`config.mk`:
```
export PLATFORM = sky130hd
export DESIGN_NAME = pipeline_hazard_ctrl_flat
export DESIGN_NICKNAME = d
export VERILOG_FILES = /design/src/rtl/pipeline_hazard_ctrl_pkg.sv /design/src/rtl/pipeline_hazard_ctrl_if.sv /design/src/rtl/pipeline_hazard_ctrl_rd_scoreboard.sv /design/src/rtl/pipeline_hazard_ctrl.sv /design/src/flat_wrapper.sv
export SDC_FILE = /design/constraint.sdc
export NUM_CORES = 1
export LEC_CHECK = 0
export ABC_AREA = 1
export CAP_MARGIN = 5
export CORE_MARGIN = 10
export CORE_UTILIZATION = 49
export CTS_CLUSTER_DIAMETER = 80
export DETAILED_ROUTE_END_ITERATION = 10
export GPL_TIMING_DRIVEN = 0
export PLACE_DENSITY_LB_ADDON = 0.15
export SYNTH_ARGS = -nofsm -noshare
export SYNTH_HDL_FRONTEND = slang
export SYNTH_SLANG_ARGS = --single-unit
```
`constraint.sdc`:
```
create_clock -name clk -period 2.75 [get_ports clk]
set_input_delay 0.6875 -clock clk [delete_from_list [all_inputs] [get_ports clk]]
set_output_delay 0.6875 -clock clk [all_outputs]
set_load 0.03 [all_outputs]
```
`src/rtl/pipeline_hazard_ctrl_pkg.sv`:
```
// Shared encodings for the pipeline hazard controller: forwarding selects and FSM states.
package hazard_pkg;

   localparam int unsigned FWD_W = 2;

   typedef enum logic [FWD_W-1:0] {
      FWD_ID  = 2'b00,
      FWD_MEM = 2'b01,
      FWD_WB  = 2'b10
   } fwd_sel_e;

   typedef enum logic {
      RUN      = 1'b0,
      MEM_WAIT = 1'b1
   } hz_state_e;

endpackage

```
`src/rtl/pipeline_hazard_ctrl_if.sv`:
```
// Pipeline <-> hazard controller bundle: ID-stage instruction fields, EX/MEM events, and the
// stall/flush/forwarding controls returned to the datapath.
interface pipeline_hazard_ctrl_if #(
   parameter int unsigned REG_ADDR_W = 5
);
   import hazard_pkg::*;

   logic                  id_valid;
   logic [REG_ADDR_W-1:0] id_rs1;
   logic [REG_ADDR_W-1:0] id_rs2;
   logic                  id_uses_rs1;
   logic                  id_uses_rs2;
   logic [REG_ADDR_W-1:0] id_rd;
   logic                  id_wb_en;
   logic                  id_is_load;
   logic                  ex_branch_taken;
   logic                  mem_req;
   logic                  mem_ready;

   logic                  pc_stall;
   logic                  if_id_stall;
   logic                  id_ex_bubble;
   logic                  if_id_flush;
   logic                  pipe_freeze;
   fwd_sel_e              fwd_sel_rs1;
   fwd_sel_e              fwd_sel_rs2;
   fwd_sel_e              fwd_sel_store;
   logic [REG_ADDR_W-1:0] mem_rd;
   logic [REG_ADDR_W-1:0] wb_rd;

   // Datapath side
   modport master (
      output id_valid, id_rs1, id_rs2, id_uses_rs1, id_uses_rs2, id_rd, id_wb_en, id_is_load,
             ex_branch_taken, mem_req, mem_ready,
      input  pc_stall, if_id_stall, id_ex_bubble, if_id_flush, pipe_freeze,
             fwd_sel_rs1, fwd_sel_rs2, fwd_sel_store, mem_rd, wb_rd
   );

   // Controller side
   modport slave (
      input  id_valid, id_rs1, id_rs2, id_uses_rs1, id_uses_rs2, id_rd, id_wb_en, id_is_load,
             ex_branch_taken, mem_req, mem_ready,
      output pc_stall, if_id_stall, id_ex_bubble, if_id_flush, pipe_freeze,
             fwd_sel_rs1, fwd_sel_rs2, fwd_sel_store, mem_rd, wb_rd
   );

endinterface

```
`src/rtl/pipeline_hazard_ctrl_rd_scoreboard.sv`:
```
// Shadow copy of the destination registers (and load flags) travelling through EX/MEM/WB.
module rd_scoreboard #(
   parameter int unsigned REG_ADDR_W = 5
) (
   input  logic                  clk,
   input  logic                  rst_n,
   input  logic                  freeze,
   input  logic                  bubble,
   input  logic                  id_valid,
   input  logic [REG_ADDR_W-1:0] id_rd,
   input  logic                  id_wb_en,
   input  logic                  id_is_load,
   output logic [REG_ADDR_W-1:0] ex_rd,
   output logic                  ex_load,
   output logic [REG_ADDR_W-1:0] mem_rd,
   output logic                  mem_load,
   output logic [REG_ADDR_W-1:0] wb_rd
);

   // Advance the shadow pipe unless frozen; a bubble/flush or non-writer enters EX as rd 0
   always_ff @(posedge clk) begin
      if (!rst_n) begin
         ex_rd    <= '0;
         ex_load  <= 1'b0;
         mem_rd   <= '0;
         mem_load <= 1'b0;
         wb_rd    <= '0;
      end else if (!freeze) begin
         ex_rd    <= (!bubble && id_valid && id_wb_en) ? id_rd : '0;
         ex_load  <= !bubble && id_valid && id_is_load;
         mem_rd   <= ex_rd;
         mem_load <= ex_load;
         wb_rd    <= mem_rd;
      end
   end

endmodule

```
`src/rtl/pipeline_hazard_ctrl.sv`:
```
// Hazard/sequencing controller for the 5-stage pipeline: load-use stalls, memory-wait freeze,
// branch flushes and registered EX forwarding selects.
// Optional build macro HAZARD_PERF_CNT_EN adds saturating stall/flush/wait counters.
module pipeline_hazard_ctrl
   import hazard_pkg::*;
#(
   parameter int unsigned REG_ADDR_W = 5
`ifdef HAZARD_PERF_CNT_EN
   , parameter int unsigned PERF_CNT_W = 32
`endif
) (
   input  logic                  clk,
   input  logic                  rst_n,
   pipeline_hazard_ctrl_if.slave hz
`ifdef HAZARD_PERF_CNT_EN
   , output logic [PERF_CNT_W-1:0] perf_stall_cnt
   , output logic [PERF_CNT_W-1:0] perf_flush_cnt
   , output logic [PERF_CNT_W-1:0] perf_wait_cnt
`endif
);

   hz_state_e             state_q, state_d;
   logic                  freeze_c, flush_c, load_use_c, stall_c, bubble_c, id_adv_c;
   logic [REG_ADDR_W-1:0] ex_rd, mem_rd, wb_rd;
   logic                  ex_load, mem_load;
   fwd_sel_e              sel_rs1_q, sel_rs2_q, sel_st_q;

   // Nearest in-flight producer wins: EX-stage writer is in MEM when the consumer is in EX
   function automatic fwd_sel_e pick_src(input logic used, input logic [REG_ADDR_W-1:0] rs,
                                         input logic [REG_ADDR_W-1:0] ex_rd_i,
                                         input logic [REG_ADDR_W-1:0] mem_rd_i);
      fwd_sel_e sel;
      sel = FWD_ID;
      if (used && rs != '0) begin
         if (rs == ex_rd_i)       sel = FWD_MEM;
         else if (rs == mem_rd_i) sel = FWD_WB;
      end
      return sel;
   endfunction

   rd_scoreboard #(.REG_ADDR_W(REG_ADDR_W)) u_sb (
      .clk        (clk),
      .rst_n      (rst_n),
      .freeze     (freeze_c),
      .bubble     (bubble_c),
      .id_valid   (hz.id_valid),
      .id_rd      (hz.id_rd),
      .id_wb_en   (hz.id_wb_en),
      .id_is_load (hz.id_is_load),
      .ex_rd      (ex_rd),
      .ex_load    (ex_load),
      .mem_rd     (mem_rd),
      .mem_load   (mem_load),
      .wb_rd      (wb_rd)
   );

   // FSM state register
   always_ff @(posedge clk) begin
      if (!rst_n) state_q <= RUN;
      else        state_q <= state_d;
   end

   // Next state and hazard decode; memory wait overrides flush, flush overrides load-use
   always_comb begin
      state_d    = state_q;
      freeze_c   = 1'b0;
      case (state_q)
         RUN: begin
            if (hz.mem_req && !hz.mem_ready) begin
               state_d  = MEM_WAIT;
               freeze_c = 1'b1;
            end
         end
         MEM_WAIT: begin
            if (hz.mem_ready) state_d  = RUN;
            else              freeze_c = 1'b1;
         end
         default: state_d = RUN;
      endcase
      load_use_c = hz.id_valid && ex_load && (ex_rd != '0) &&
                   ((hz.id_uses_rs1 && hz.id_rs1 == ex_rd) ||
                    (hz.id_uses_rs2 && hz.id_rs2 == ex_rd));
      flush_c    = !freeze_c && hz.ex_branch_taken;
      stall_c    = !freeze_c && !flush_c && load_use_c;
      bubble_c   = flush_c || stall_c;
      id_adv_c   = !freeze_c && !bubble_c;
   end

   // Forwarding selects follow the instruction into EX; cleared on bubble, held while frozen
   always_ff @(posedge clk) begin
      if (!rst_n) begin
         sel_rs1_q <= FWD_ID;
         sel_rs2_q <= FWD_ID;
         sel_st_q  <= FWD_ID;
      end else if (!freeze_c) begin
         if (id_adv_c && hz.id_valid) begin
            sel_rs1_q <= pick_src(hz.id_uses_rs1, hz.id_rs1, ex_rd, mem_rd);
            sel_rs2_q <= pick_src(hz.id_uses_rs2, hz.id_rs2, ex_rd, mem_rd);
            sel_st_q  <= pick_src(1'b1, hz.id_rs2, ex_rd, mem_rd);
         end else begin
            sel_rs1_q <= FWD_ID;
            sel_rs2_q <= FWD_ID;
            sel_st_q  <= FWD_ID;
         end
      end
   end

   // A single stall suffices: the stalled-on load must sit in MEM on the following cycle
   assert property (@(posedge clk) disable iff (!rst_n) stall_c |=> mem_load);

`ifdef HAZARD_PERF_CNT_EN
   // Saturating event counters
   always_ff @(posedge clk) begin
      if (!rst_n) begin
         perf_stall_cnt <= '0;
         perf_flush_cnt <= '0;
         perf_wait_cnt  <= '0;
      end else begin
         if (stall_c && perf_stall_cnt != '1)  perf_stall_cnt <= perf_stall_cnt + PERF_CNT_W'(1);
         if (flush_c && perf_flush_cnt != '1)  perf_flush_cnt <= perf_flush_cnt + PERF_CNT_W'(1);
         if (freeze_c && perf_wait_cnt != '1)  perf_wait_cnt  <= perf_wait_cnt + PERF_CNT_W'(1);
      end
   end
`endif

   assign hz.pc_stall      = freeze_c || stall_c;
   assign hz.if_id_stall   = freeze_c || stall_c;
   assign hz.id_ex_bubble  = bubble_c;
   assign hz.if_id_flush   = flush_c;
   assign hz.pipe_freeze   = freeze_c;
   assign hz.fwd_sel_rs1   = sel_rs1_q;
   assign hz.fwd_sel_rs2   = sel_rs2_q;
   assign hz.fwd_sel_store = sel_st_q;
   assign hz.mem_rd        = mem_rd;
   assign hz.wb_rd         = wb_rd;

endmodule

```
`src/flat_wrapper.sv`:
```
// flat-port wrapper written by rule: the top's interface ports become plain ports
module pipeline_hazard_ctrl_flat import hazard_pkg::*;
#(
   parameter int unsigned REG_ADDR_W = 5

)
  (clk, rst_n, hz_id_valid, hz_id_rs1, hz_id_rs2, hz_id_uses_rs1, hz_id_uses_rs2, hz_id_rd, hz_id_wb_en, hz_id_is_load, hz_ex_branch_taken, hz_mem_req, hz_mem_ready, hz_pc_stall, hz_if_id_stall, hz_id_ex_bubble, hz_if_id_flush, hz_pipe_freeze, hz_fwd_sel_rs1, hz_fwd_sel_rs2, hz_fwd_sel_store, hz_mem_rd, hz_wb_rd);
  pipeline_hazard_ctrl_if #(.REG_ADDR_W(REG_ADDR_W)) hz_i ();
  input  logic clk;
  input  logic rst_n;
  input wire logic [$bits(hz_i.id_valid)-1:0] hz_id_valid;
  input wire logic [$bits(hz_i.id_rs1)-1:0] hz_id_rs1;
  input wire logic [$bits(hz_i.id_rs2)-1:0] hz_id_rs2;
  input wire logic [$bits(hz_i.id_uses_rs1)-1:0] hz_id_uses_rs1;
  input wire logic [$bits(hz_i.id_uses_rs2)-1:0] hz_id_uses_rs2;
  input wire logic [$bits(hz_i.id_rd)-1:0] hz_id_rd;
  input wire logic [$bits(hz_i.id_wb_en)-1:0] hz_id_wb_en;
  input wire logic [$bits(hz_i.id_is_load)-1:0] hz_id_is_load;
  input wire logic [$bits(hz_i.ex_branch_taken)-1:0] hz_ex_branch_taken;
  input wire logic [$bits(hz_i.mem_req)-1:0] hz_mem_req;
  input wire logic [$bits(hz_i.mem_ready)-1:0] hz_mem_ready;
  output wire logic [$bits(hz_i.pc_stall)-1:0] hz_pc_stall;
  output wire logic [$bits(hz_i.if_id_stall)-1:0] hz_if_id_stall;
  output wire logic [$bits(hz_i.id_ex_bubble)-1:0] hz_id_ex_bubble;
  output wire logic [$bits(hz_i.if_id_flush)-1:0] hz_if_id_flush;
  output wire logic [$bits(hz_i.pipe_freeze)-1:0] hz_pipe_freeze;
  output wire logic [$bits(hz_i.fwd_sel_rs1)-1:0] hz_fwd_sel_rs1;
  output wire logic [$bits(hz_i.fwd_sel_rs2)-1:0] hz_fwd_sel_rs2;
  output wire logic [$bits(hz_i.fwd_sel_store)-1:0] hz_fwd_sel_store;
  output wire logic [$bits(hz_i.mem_rd)-1:0] hz_mem_rd;
  output wire logic [$bits(hz_i.wb_rd)-1:0] hz_wb_rd;
  assign hz_i.id_valid = hz_id_valid;
  assign hz_i.id_rs1 = hz_id_rs1;
  assign hz_i.id_rs2 = hz_id_rs2;
  assign hz_i.id_uses_rs1 = hz_id_uses_rs1;
  assign hz_i.id_uses_rs2 = hz_id_uses_rs2;
  assign hz_i.id_rd = hz_id_rd;
  assign hz_i.id_wb_en = hz_id_wb_en;
  assign hz_i.id_is_load = hz_id_is_load;
  assign hz_i.ex_branch_taken = hz_ex_branch_taken;
  assign hz_i.mem_req = hz_mem_req;
  assign hz_i.mem_ready = hz_mem_ready;
  assign hz_pc_stall = hz_i.pc_stall;
  assign hz_if_id_stall = hz_i.if_id_stall;
  assign hz_id_ex_bubble = hz_i.id_ex_bubble;
  assign hz_if_id_flush = hz_i.if_id_flush;
  assign hz_pipe_freeze = hz_i.pipe_freeze;
  assign hz_fwd_sel_rs1 = hz_i.fwd_sel_rs1;
  assign hz_fwd_sel_rs2 = hz_i.fwd_sel_rs2;
  assign hz_fwd_sel_store = hz_i.fwd_sel_store;
  assign hz_mem_rd = hz_i.mem_rd;
  assign hz_wb_rd = hz_i.wb_rd;
  pipeline_hazard_ctrl #(.REG_ADDR_W(REG_ADDR_W)) u_core (.clk(clk), .rst_n(rst_n), .hz(hz_i));
endmodule
```
* After elaboration in Yosys (flattened, before gate mapping)
Cells that the tools add are included.
** Cells by class
- Equality and inequality tests :: 4
- Muxes and demuxes :: 14
- Bitwise logic cells :: 1
- Reduce and logical (&&, ||, !) cells :: 26
** Operators by type and width (number)
- 5-bit equality test :: 4
- 2-bit two-way mux :: 10
- 1-bit logical AND :: 16
- 5-bit nonzero test :: 3
- 5-bit two-way mux :: 1
- 1-bit zero test :: 4
- 1-bit logical OR :: 3
- 1-bit two-way mux :: 2
- 1-bit case mux with 2 select lines :: 1
- 1-bit inverter :: 1
** Storage, ports and cells
- Flip-flop bits (word level) :: 23
- Bits of input ports :: 25
- Output and inout port bits :: 21

* Longest topological paths before layout
Gate-level depths: netlist (run 1).
- Depth in word-level cells :: 14
- Depth in mapped cells :: 9
- Mapped depth without buffers :: 9

* Hierarchy
From an unflattened synthesis (run 1), not the netlist that was laid out.
** Unflattened totals
- Cell total of the unflattened synthesis :: 216
- Area, all modules :: 1366.3 um2
** By module, submodules not included
- pipeline_hazard_ctrl :: instances 1, cells each 142, area an instance 739.5 um2, sequential area each 140.1 um2
- rd_scoreboard :: instances 1, cells each 74, area an instance 626.9 um2, sequential area each 340.3 um2

* Least setup slack after synthesis (run 1)
Ideal clock, no wire load.
- Path kind :: input to output
- From :: input port hz_mem_req
- To :: output port hz_id_ex_bubble
- Arrival :: 1990 ps
- Data required time :: 2062 ps
- Slack :: 73 ps
- Stages :: 5
- Buffers on the path :: 0
- Cell sequence :: o21ai_2 -> inv_1 -> nor2_1 -> inv_1 -> nand2_1
** Between the ends
- Word-level cells in the longest chain between the ends :: 9
** RTL lines
- from (decl) :: RTL line flat_wrapper.sv:20 : input wire logic [$bits(hz_i.mem_req)-1:0] hz_mem_req;
- 1-bit logical AND (*) :: RTL line pipeline_hazard_ctrl.sv:69 : if (hz.mem_req && !hz.mem_ready) begin
- 1-bit two-way mux (*) :: RTL line pipeline_hazard_ctrl.sv:69
- 1-bit case mux with 2 select lines (*) :: RTL line pipeline_hazard_ctrl.sv:67 : case (state_q)
- via hz_pipe_freeze :: RTL line flat_wrapper.sv:26 : output wire logic [$bits(hz_i.pipe_freeze)-1:0] hz_pipe_freeze;
- 1-bit zero test (*) :: RTL line pipeline_hazard_ctrl.sv:83 : flush_c = !freeze_c && hz.ex_branch_taken;
- 1-bit logical AND (*) :: RTL line pipeline_hazard_ctrl.sv:83
- via hz_if_id_flush :: RTL line flat_wrapper.sv:25 : output wire logic [$bits(hz_i.if_id_flush)-1:0] hz_if_id_flush;
- 1-bit zero test :: RTL line pipeline_hazard_ctrl.sv:84 : stall_c = !freeze_c && !flush_c && load_use_c;
- 1-bit logical AND (2 in a row) :: RTL line pipeline_hazard_ctrl.sv:84
- 1-bit logical OR (*) :: RTL line pipeline_hazard_ctrl.sv:85 : bubble_c = flush_c || stall_c;
- to (decl) :: RTL line flat_wrapper.sv:24 : output wire logic [$bits(hz_i.id_ex_bubble)-1:0] hz_id_ex_bubble;
Mark *: on every way through the listed nets, which the timed path passes. The rest lies on a longest branch.

* Final worst setup path (run 1)
- From :: input port hz_mem_req
- To :: output port hz_pc_stall
** Between the ends
- Word-level cells in the longest chain between the ends :: 9
** RTL lines
- 1-bit logical AND (*) :: RTL line pipeline_hazard_ctrl.sv:69
- 1-bit two-way mux (*) :: RTL line pipeline_hazard_ctrl.sv:69
- 1-bit case mux with 2 select lines (*) :: RTL line pipeline_hazard_ctrl.sv:67
- 1-bit zero test :: RTL line pipeline_hazard_ctrl.sv:83, pipeline_hazard_ctrl.sv:84
- 1-bit logical AND :: RTL line pipeline_hazard_ctrl.sv:83
- 1-bit zero test :: RTL line pipeline_hazard_ctrl.sv:84
- 1-bit logical AND (2 in a row) :: RTL line pipeline_hazard_ctrl.sv:84
- 1-bit logical OR (*) :: RTL line pipeline_hazard_ctrl.sv:126 : assign hz.pc_stall = freeze_c || stall_c;
- to (decl) :: RTL line flat_wrapper.sv:22 : output wire logic [$bits(hz_i.pc_stall)-1:0] hz_pc_stall;
Mark *: on every way between the ends. The rest lies on a longest branch, timed or not.

==> results of run 1 <==
==> worst min-delay path: cells and delay by family, from the launching register on <==
kind             cells  cell delay, ps
flip-flops           1             340
AND/OR/NAND/NOR      2             110
==> placed cells by master, fill, tap and decap left out, drive strengths merged <==
cell and n:
nor4 1, nand4 8, a21oi 11, clkdlybuf4s50 28, xor2 1, xnor2 7, buf 13, dfxtp 23
nand3 10, dlygate4sd2 5, nor3 2, dlymetal6s2s 7, inv 32, nor2 19, o22ai 5, a31oi 1
o211ai 1, clkbuf 5, o21ai 14, o21bai 4, nand2 45, clkdlybuf4s15 1
==> state kept, by name (all words and copies together), names as in the netlist <==
register and cells:
u_core.u_sb.ex_rd 5, u_core.hz.fwd_sel_rs1 2, u_core.u_sb.mem_rd 5, u_core.u_sb.wb_rd 5
u_core.state_q 1, u_core.hz.fwd_sel_store 2, u_core.u_sb.ex_load 1, u_core.hz.fwd_sel_rs2 2
==> per-layer routing <==
metal  vias to the layer above  GRT usage  share of wire
li1                        716          -              -
met1                       610     0.1563           0.42
met2                        23     0.2617           0.51
met3                         4    0.04307          0.062
met4                         0    0.03727         0.0086
met5                         -          0              0
==> cell families after synthesis <==
kind of cell / Yosys count / share of synthesized area
simple gates: 85 / 0.3232
buf+inv: 38 / 0.1122
compound gates: 36 / 0.1840
flops: 23 / 0.3303
xor+xnor: 8 / 0.05027
==> how the worst max path moves through the flow <==
| stage | from | end | slack [ps] |
|---|---|---|---|
| 2_1_floorplan | hz_mem_req | hz_id_ex_bubble | 70 |
| 6_report | hz_mem_req | hz_pc_stall | 80 |
| 3_3_place_gp | hz_id_valid | hz_pc_stall | -670 |
| 5_1_grt | hz_mem_req | hz_id_ex_bubble | 10 |
| 3_5_place_dp | hz_ex_branch_taken | hz_pc_stall | -660 |
| 4_1_cts | hz_id_valid | hz_pc_stall | -70 |
==> power groups by stage <==
| stage | Sequential (uW) | Clock, uW | Combinational, uW |
|---|---|---|---|
| finish | 356 | 173 | 203 |
| global route | 358 | 192 | 220 |
| CTS | 356 | 166 | 193 |
| detailed placement | 363 | 0 | 199 |
| global placement | 363 | 0 | 197 |
| floorplan | 379 | 0 | 96.5 |
==> through the flow <==
step | util | cells
floorplan | - | 190
global placement | 0.6851 | 265
detailed placement | 0.6851 | 265
CTS | 0.6892 | 269
global route | 0.7227 | 274
finish | 0.7227 | 274
==> layout make-up <==
cell class,count,area share
timing repair buffer,50,0.2483
inverter,32,0.06080
multi-input combinational,129,0.4091
clock buffer,4,0.01330
sequential,23,0.2331
buffer,5,0.01583
tap,31,0.01963
==> what timing repair did <==
item / CTS / global route
pin swaps: 1 / 4
setup endpoints to repair: 5 / 4
resized for setup: 23 / 15
setup buffers: 1 / 5
hold buffers: 0 / 0
==> results.tsv, run 1 <==
metric	value	unit
min_period_over_period	0.9710	
cts-buffers-inserted	3	
skew	10.54	ps
worstRegToRegCells	10	
cts_buffer_depth	2	
track_usage	0.1435	
final_cell_area	0.001976	sq mm
htreeDepth	1	
cts_tree	yes	
min_to	u_core.hz.fwd_sel_store[1]	
required	2060	ps
synth_nets	215	
synthFlopType	dfxtp_1	
reg2reg_from	u_core.u_sb.ex_rd[2]	
fin_ws	79.79	ps
die_h	73.34	um
final.fill_count	230	
p_int	491.5	uW
yosys.area.top_type	dfxtp_1	
combPwrFrac	0.277	
cts.sinks	23	
fin_nets	269	
port_buffers	44	
clock-root-buffer	clkbuf_4	
ys_warn_count	0	
cp_cell_sequence	clkdlybuf4s50_1 -> o21ai_4 -> nand3_2 -> a31oi_4 -> nand2_4 -> nand2_2 -> buf_4 -> buf_6	
cap_violations	0	
drt_wl_total	3960	um
slew_violations	0	
worstMarginPinSlew	323.6	ps
die_area	0.005378	sq mm
leakage	0.0009458	uW
grt_overflow	0	
async_flop_share	0	
clockPowerShare	0.236	
hold_depth	2	
drive_above_1_share	0.2222	
hp-class	reg -> reg	
io_pins	46	
hold_start	u_core.hz.fwd_sel_store[1]	
vias_per_cell	4.938	
crit_family	buffers and inverters	
arrival	1980	ps
criticalPathCategory	in -> out	
switching_share	0.3291	
place_ws	-664.1	ps
switchingPower	241.1	uW
multi_input_area	808.3	sq um
layout_min_cycle_time	2670	ps
yosys-top-cells-count	nand2_1, inv_1, dfxtp_1	
rsz0062_at_grt	no	
clk_latency	330	ps
grt_antenna_before_repair	0	
core_area	0.002734	sq mm
synth_edf_count	0	
clk_pin_slew_worst_paths	130	ps
synth_area_per_cell	7.336	sq um
cp_max_fo	4	
drt_pass1_iterations	4	
p_total	732.6	uW
vias	1353	
ant_nets	0	
synthTopCellsByArea	dfxtp_1, nand2_1, inv_1, o22ai_2, xnor2_1	
area_delta_synth_final	41.74	%
synth_cell_types	32	
reg2reg_to	u_core.u_sb.ex_rd[4]	
register_area	460.4	sq um
clock.fmax	374.5	MHz
ir_worst_vdd	0.2927	mV
first_global_vias	1363	
grt_pass1_wl	6237	um
endpoint_kind	output pin	
fp-row-count	19	
relSlewSlack	0.7836	
critical_path_buf_inv_count	3	
ys_seq_area_frac	0.3303	
slowest_stage	clkdlybuf4s50_1	
synth_area	0.001394	sq mm
outcome	finished, final reports clean	
synth_seq_cells	23	
setup_tns	0	ps
placed_cell_area	0.001873	sq mm
die_w	73.34	um
hold-worst-slack	488.8	ps
grt_max_degree	20	
synth_top_area_share	0.3303	
drtIter0Drc	71	
cp.depth	8	
powerDensity	370.8	mW/mm^2
synth.most_common_cell	nand2_1	
place_congestion	0.9267	
syn_inst	190	
rrSetupSlack	1250	ps
report.final.hold_viol_count	0	
initial_utilization	0.5098	
p_seq_frac	0.487	
crit_path_max_incr_delay	440	ps
wl_per_cell	14.45	um
start_kind	input port	
drc	0	
setup_violations	0	
n_antenna_cell	0	
place_hpwl	3130	um
Note: power is estimated with default switching activity, not from simulation.
==> inputs of run 2 (changes only) <==
--- a/config.mk
+++ b/config.mk
@@ -9,6 +9,7 @@
 export CAP_MARGIN = 5
 export CORE_MARGIN = 10
 export CORE_UTILIZATION = 49
+export CTS_BUF_LIST = sky130_fd_sc_hd__clkbuf_8 sky130_fd_sc_hd__clkbuf_16
 export CTS_CLUSTER_DIAMETER = 80
 export DETAILED_ROUTE_END_ITERATION = 10
 export GPL_TIMING_DRIVEN = 0
==> run 2 against run 1 <==
Die area stayed put. Largest cell class unchanged. Maximum frequency is 0.15% lower. Total power is 5.8% higher. Design area rose by 0.95%. Combinational power about the same. Non-clock buffer count unchanged. First-iteration DRC count is 27% lower. Critical endpoint unchanged. Sequential power barely moved. Sequential cell count did not move. Clock skew decreased by 4.6 ps. Routed wire length increased by 1.1%.
==> results.tsv, run 2 (synthesis results as in run 1) <==
metric	value	unit	change
wl_per_cell	14.61	um	+1.1%
grt_pass1_wl	6279	um	+0.67%
worstMarginPinSlew	343.9	ps	+20.33 ps
ant_nets	0		unchanged
outcome	finished, final reports clean		
switchingPower	240.9	uW	about the same
drt_pass1_iterations	4		unchanged
clk_latency	270	ps	-60 ps
port_buffers	44		unchanged
cap_violations	0		unchanged
min_period_over_period	0.9725		+0.001506
cts-buffers-inserted	3		unchanged
grt_overflow	0		unchanged
setup_tns	0	ps	unchanged
endpoint_kind	output pin		
top_usage_layer	met2		
rrSetupSlack	1260	ps	about the same
start_kind	input port		
hp-class	reg -> reg		
die_w	73.34	um	unchanged
critical_path_buf_inv_count	3		unchanged
slowest_stage	clkdlybuf4s50_1		
dpl.cell_count	265		unchanged
layout_min_cycle_time	2674	ps	+4.140 ps
die_area	0.005378	sq mm	unchanged
drive_above_1_share	0.2222		unchanged
most-common-layout-cells	nand2_1, clkdlybuf4s50_1, inv_1		
drc	0		unchanged
clock-root-buffer	clkbuf_8		
reg2reg_to	u_core.u_sb.ex_rd[4]		
arrival	1990	ps	about the same
drtIter0Drc	52		-27%
p_int	534.0	uW	+8.7%
ir_worst_vdd	0.3797	mV	+30%
switching_share	0.3109		-0.01825
place_ws	-664.1	ps	unchanged
fp-row-count	19		unchanged
required	2060	ps	about the same
cp_cell_sequence	clkdlybuf4s50_1 -> o21ai_4 -> nand3_2 -> a31oi_4 -> nand2_4 -> nand2_2 -> buf_4 -> buf_6		
cts_tree	yes		
leakage	0.0009577	uW	+1.3%
vias_per_cell	5.022		+1.7%
core_area	0.002734	sq mm	unchanged
met3_usage	0.04307		unchanged
vias	1376		+1.7%
area_delta_synth_final	43.09	%	
grt_antenna_before_repair	0		unchanged
track_usage	0.1451		+0.001643
clk_pin_slew_worst_paths	80	ps	-50 ps
criticalPathCategory	in -> out		
final_common_cell	nand2_1		
relSlewSlack	0.7707		-0.01288
htreeDepth	1		unchanged
cp_max_fo	4		unchanged
hold_depth	2		unchanged
combPwrFrac	0.262		-0.015
reg2reg_from	u_core.u_sb.ex_rd[2]		
place_hpwl	3130	um	unchanged
crit_family	buffers and inverters		
min_to	u_core.hz.fwd_sel_store[1]		
die_h	73.34	um	unchanged
fin_cells	274		unchanged
drt_wl_total	4004	um	+1.1%
rsz0062_at_grt	no		
skew	5.956	ps	-4.579 ps
report.final.hold_viol_count	0		unchanged
cts_buffer_depth	2		unchanged
crit_path_max_incr_delay	440	ps	about the same
clockPowerShare	0.278		+0.042
postLayoutCoreUtil	0.7295		+0.006865
fin_nets	269		unchanged
met1_usage	0.1539		-0.002344
grt_max_degree	20		unchanged
io_pins	46		unchanged
initial_utilization	0.5098		unchanged
p_seq_frac	0.460		-0.027
slew_violations	0		unchanged
setup_violations	0		unchanged
worstRegToRegCells	10		unchanged
powerDensity	388.6	mW/mm^2	+4.8%
clock.fmax	373.9	MHz	-0.15%
hold_start	u_core.hz.fwd_sel_store[1]		
reg.largest.list	u_core.u_sb.ex_rd x5, u_core.u_sb.mem_rd x5, u_core.u_sb.wb_rd x5		
first_global_vias	1365		+0.15%
met2_usage	0.2674		+0.005731
n_antenna_cell	0		unchanged
fin_ws	75.65	ps	-4.140 ps
place_congestion	0.9267		unchanged
cts.sinks	23		unchanged
p_total	774.9	uW	+5.8%
==> run 2: cell types whose count changed in the layout (fill, tap and decap cells not counted), sizes merged <==
cell / previous run / this run
inv: 32 / 33
clkbuf: 5 / 4
==> run 2: layout make-up <==
type,instances,area (sq um)
clock buffer,3,41.29
fill,228,739.5
tap,31,38.79
sequential,23,460.4
multi-input combinational,129,808.3
inverter,32,120.1
buffer,5,31.28
clock inverter,1,3.754
timing repair buffer,50,490.5
==> run 2: timing repair <==
action                                  4_1_cts  5_1_grt
setup buffers                                 1        5
hold buffers                                  0        0
cloned                                        0        0
endpoints found under the setup margin        5        4
pin swaps                                     1        4
resized for setup                            23       15
==> run 2: worst max path at each step <==
stage	start	to	slack, ps	depth (start not counted)
after floorplan	hz_mem_req	hz_id_ex_bubble	70	5
after global placement	hz_id_valid	hz_pc_stall	-670	9
after detailed placement	hz_ex_branch_taken	hz_pc_stall	-660	8
after CTS	hz_id_valid	hz_pc_stall	-70	9
after global routing	hz_mem_req	hz_id_ex_bubble	7	7
final	hz_mem_req	hz_pc_stall	80	8
==> run 2: layer usage <==
| metal | wire length, um | vias up |
|---|---|---|
| met3 | 269 | 5 |
| met4 | 38 | 0 |
| li1 | - | 716 |
| met1 | 1635 | 621 |
| met2 | 2060 | 34 |
| met5 | 0 | - |
==> run 2: metrics by stage <==
| step | cell area (sq um) | hold slack, ps |
|---|---|---|
| 2_1_floorplan | 1394 | 433.7 |
| 3_3_place_gp | 1873 | 441.7 |
| 3_5_place_dp | 1873 | 465.6 |
| 4_1_cts | 1903 | 484.6 |
| 5_1_grt | 1994 | 515.3 |
| 6_report | 1994 | 483.6 |
==> run 2: power groups by stage <==
stage / Combinational [uW] / Sequential, uW / Clock, uW
floorplan: 96.5 / 379 / 0
global placement: 197 / 363 / 0
detailed placement: 199 / 363 / 0
CTS: 194 / 356 / 216
global route: 221 / 357 / 235
finish: 203 / 356 / 216
==> run 2: worst min-delay path, delay by kind of cell, from the launching register on <==
family	cells	cell delay, ps
DFF	1	320
and+or+nand+nor	2	110
==> inputs of run 3 (changes only) <==
==> constraint.sdc (replaced) <==
create_clock -name clk -period 3.1 [get_ports clk]
set_input_delay 0.775 -clock clk [delete_from_list [all_inputs] [get_ports clk]]
set_output_delay 0.775 -clock clk [all_outputs]
set_load 0.03 [all_outputs]
==> run 3 against run 2 <==
Via count shrank 0.87%. Global-route usage grew 0.11 points. Non-clock buffer count shrank 2. Sequential share of layout area grew 0.66 points. First-iteration DRC count shrank 21%. Final cell count shrank 0.73%. Core utilization shrank 2.0 points. Die area is the same. Register-to-register slack gained 360 ps. Hold slack is essentially flat. Critical path type unchanged. Largest power group unchanged.
==> results.tsv, run 3 (synthesis results as in run 1) <==
metric	value	unit	change
start_kind	input port		
clock-root-buffer	clkbuf_8		
cts_buffer_depth	2		unchanged
worstMarginPinSlew	324.8	ps	-19.11 ps
most-common-layout-cells	nand2_1, clkdlybuf4s50_1, inv_1		
grt_pass1_wl	6320	um	+0.65%
cts-buffers-inserted	3		unchanged
crit_path_max_incr_delay	510	ps	+70 ps
clk_latency	270	ps	about the same
grt_max_degree	13		-35%
ant_nets	0		unchanged
slew_violations	0		unchanged
powerDensity	348.5	mW/mm^2	-10%
layout_min_cycle_time	3005	ps	
drive_above_1_share	0.1992		-0.02305
setup_violations	0		unchanged
cp_common_cell	buf_4		
criticalPathCategory	in -> out		
die_w	73.34	um	unchanged
ir_worst_vdd	0.3303	mV	-13%
report.final.hold_viol_count	0		unchanged
clk_pin_slew_worst_paths	80	ps	about the same
die_area	0.005378	sq mm	unchanged
hp-class	reg -> reg		
relSlewSlack	0.7828		+0.01206
fp-row-count	19		unchanged
htreeDepth	1		unchanged
place_hpwl	3130	um	unchanged
outcome	finished, final reports clean		
final_common_cell	nand2_1		
critical_path_buf_inv_count	3		unchanged
wl_per_cell	14.24	um	-2.5%
area_delta_synth_final	39.14	%	
reg.largest.list	u_core.u_sb.ex_rd x5, u_core.u_sb.mem_rd x5, u_core.u_sb.wb_rd x5		
final.fill_count	238		+4.4%
endpoint_kind	output pin		
cts_tree	yes		
vias	1364		-0.87%
fin_cells	272		-0.73%
drtIter0Drc	41		-21%
core_area	0.002734	sq mm	unchanged
skew	6.567	ps	+0.6105 ps
cp_cell_sequence	clkdlybuf4s50_1 -> nor2_8 -> nand3_1 -> a31oi_2 -> nand2_4 -> nand2_1 -> buf_4 -> buf_4		
drc	0		unchanged
drt_pass1_iterations	4		unchanged
place_congestion	0.9267		unchanged
vias_per_cell	5.015		-0.14%
slowest_stage	clkdlybuf4s50_1		
die_h	73.34	um	unchanged
io_pins	46		unchanged
dpl.cell_count	265		unchanged
leakage	0.0009052	uW	-5.5%
cp_max_fo	6		+2
grt_overflow	0		unchanged
min_period_over_period	0.9694		
clock.fmax	332.8	MHz	
drt_wl_total	3874	um	-3.2%
initial_utilization	0.5098		unchanged
port_buffers	44		unchanged
first_global_vias	1378		+0.95%
p_total	675.8	uW	-13%
cap_violations	0		unchanged
cts.sinks	23		unchanged
rsz0062_at_grt	no		
crit_family	buffers and inverters		
n_antenna_cell	0		unchanged
arrival	2230	ps	+240 ps
track_usage	0.1462		+0.001095
grt_antenna_before_repair	0		unchanged
required	2320	ps	+260 ps
fin_nets	267		-0.74%
## run 3: worst paths after layout
| path | startpoint | to | slack, ps | cells after the start |
|---|---|---|---|---|
| setup / recovery | hz_ex_branch_taken | hz_pc_stall | 100 | 8 |
| hold / removal | u_core.hz.fwd_sel_store[1] | u_core.hz.fwd_sel_store[1] | 480 | 2 |
| setup reg to reg | u_core.u_sb.ex_rd[0] | u_core.u_sb.ex_rd[4] | 1620 | 10 |
| hold reg to reg | u_core.hz.fwd_sel_store[1] | u_core.hz.fwd_sel_store[1] | 480 | 2 |
## run 3: through the flow
stage               utilization  area, sq um  hold slack (ps)  TNS [ps]  setup WS, ps
floorplan                     -         1394            433.7         0         247.8
global placement         0.6851         1873            441.7     -1319        -495.9
detailed placement       0.6851         1873            465.6     -1326        -489.1
CTS                      0.6966         1904            484.7         0         2.757
global route             0.7094         1939            515.4         0         5.747
finish                   0.7094         1939            483.2         0         95.00
## run 3: worst reg2reg max path, stage by stage (launching register included)
cell and delay (ps):
dfxtp_1 420, inv_2 90, nand2_1 60, nand2_1 50, nor2_2 160, nand4_2 110
nand2_2 100, nand2_4 70, buf_4 150, nand3_4 90, o22ai_2 70
## run 3: repair_timing
action	in CTS	in global routing
resized for setup	17	4
pin swaps	0	1
hold buffers	0	0
setup endpoints to repair	4	3
buffers inserted	0	4
## run 3: final cells by class
cell class              instances  area (sq um)  share of cell area
well taps                      31         38.79             0.02000
clock inverters                 1         3.754            0.001935
repair buffers                 48         466.7              0.2406
plain buffers                   5         31.28             0.01613
clock buffers                   3         41.29             0.02129
flip-flops and latches         23         460.4              0.2374
inverters                      32         120.1             0.06194
multi-input cells             129         777.0              0.4006
## run 3: metal layers
layer,share of wire,GRT usage,vias to the layer above
li1,-,-,714
met5,0,0,-
met2,0.52,0.2693,28
met1,0.41,0.1555,617
met3,0.065,0.04307,5
met4,0.0098,0.04348,0
## run 3: power breakdown
| part | switching (uW) | leakage (uW) | internal [uW] | total, uW |
|---|---|---|---|---|
| combinational | 96.7 | 0.000691 | 75.1 | 172 |
| sequential | 9.65 | 0.000187 | 306 | 315 |
| clock | 100 | 0.0000269 | 88.6 | 189 |
| total | 206 | 0.000905 | 469 | 676 |
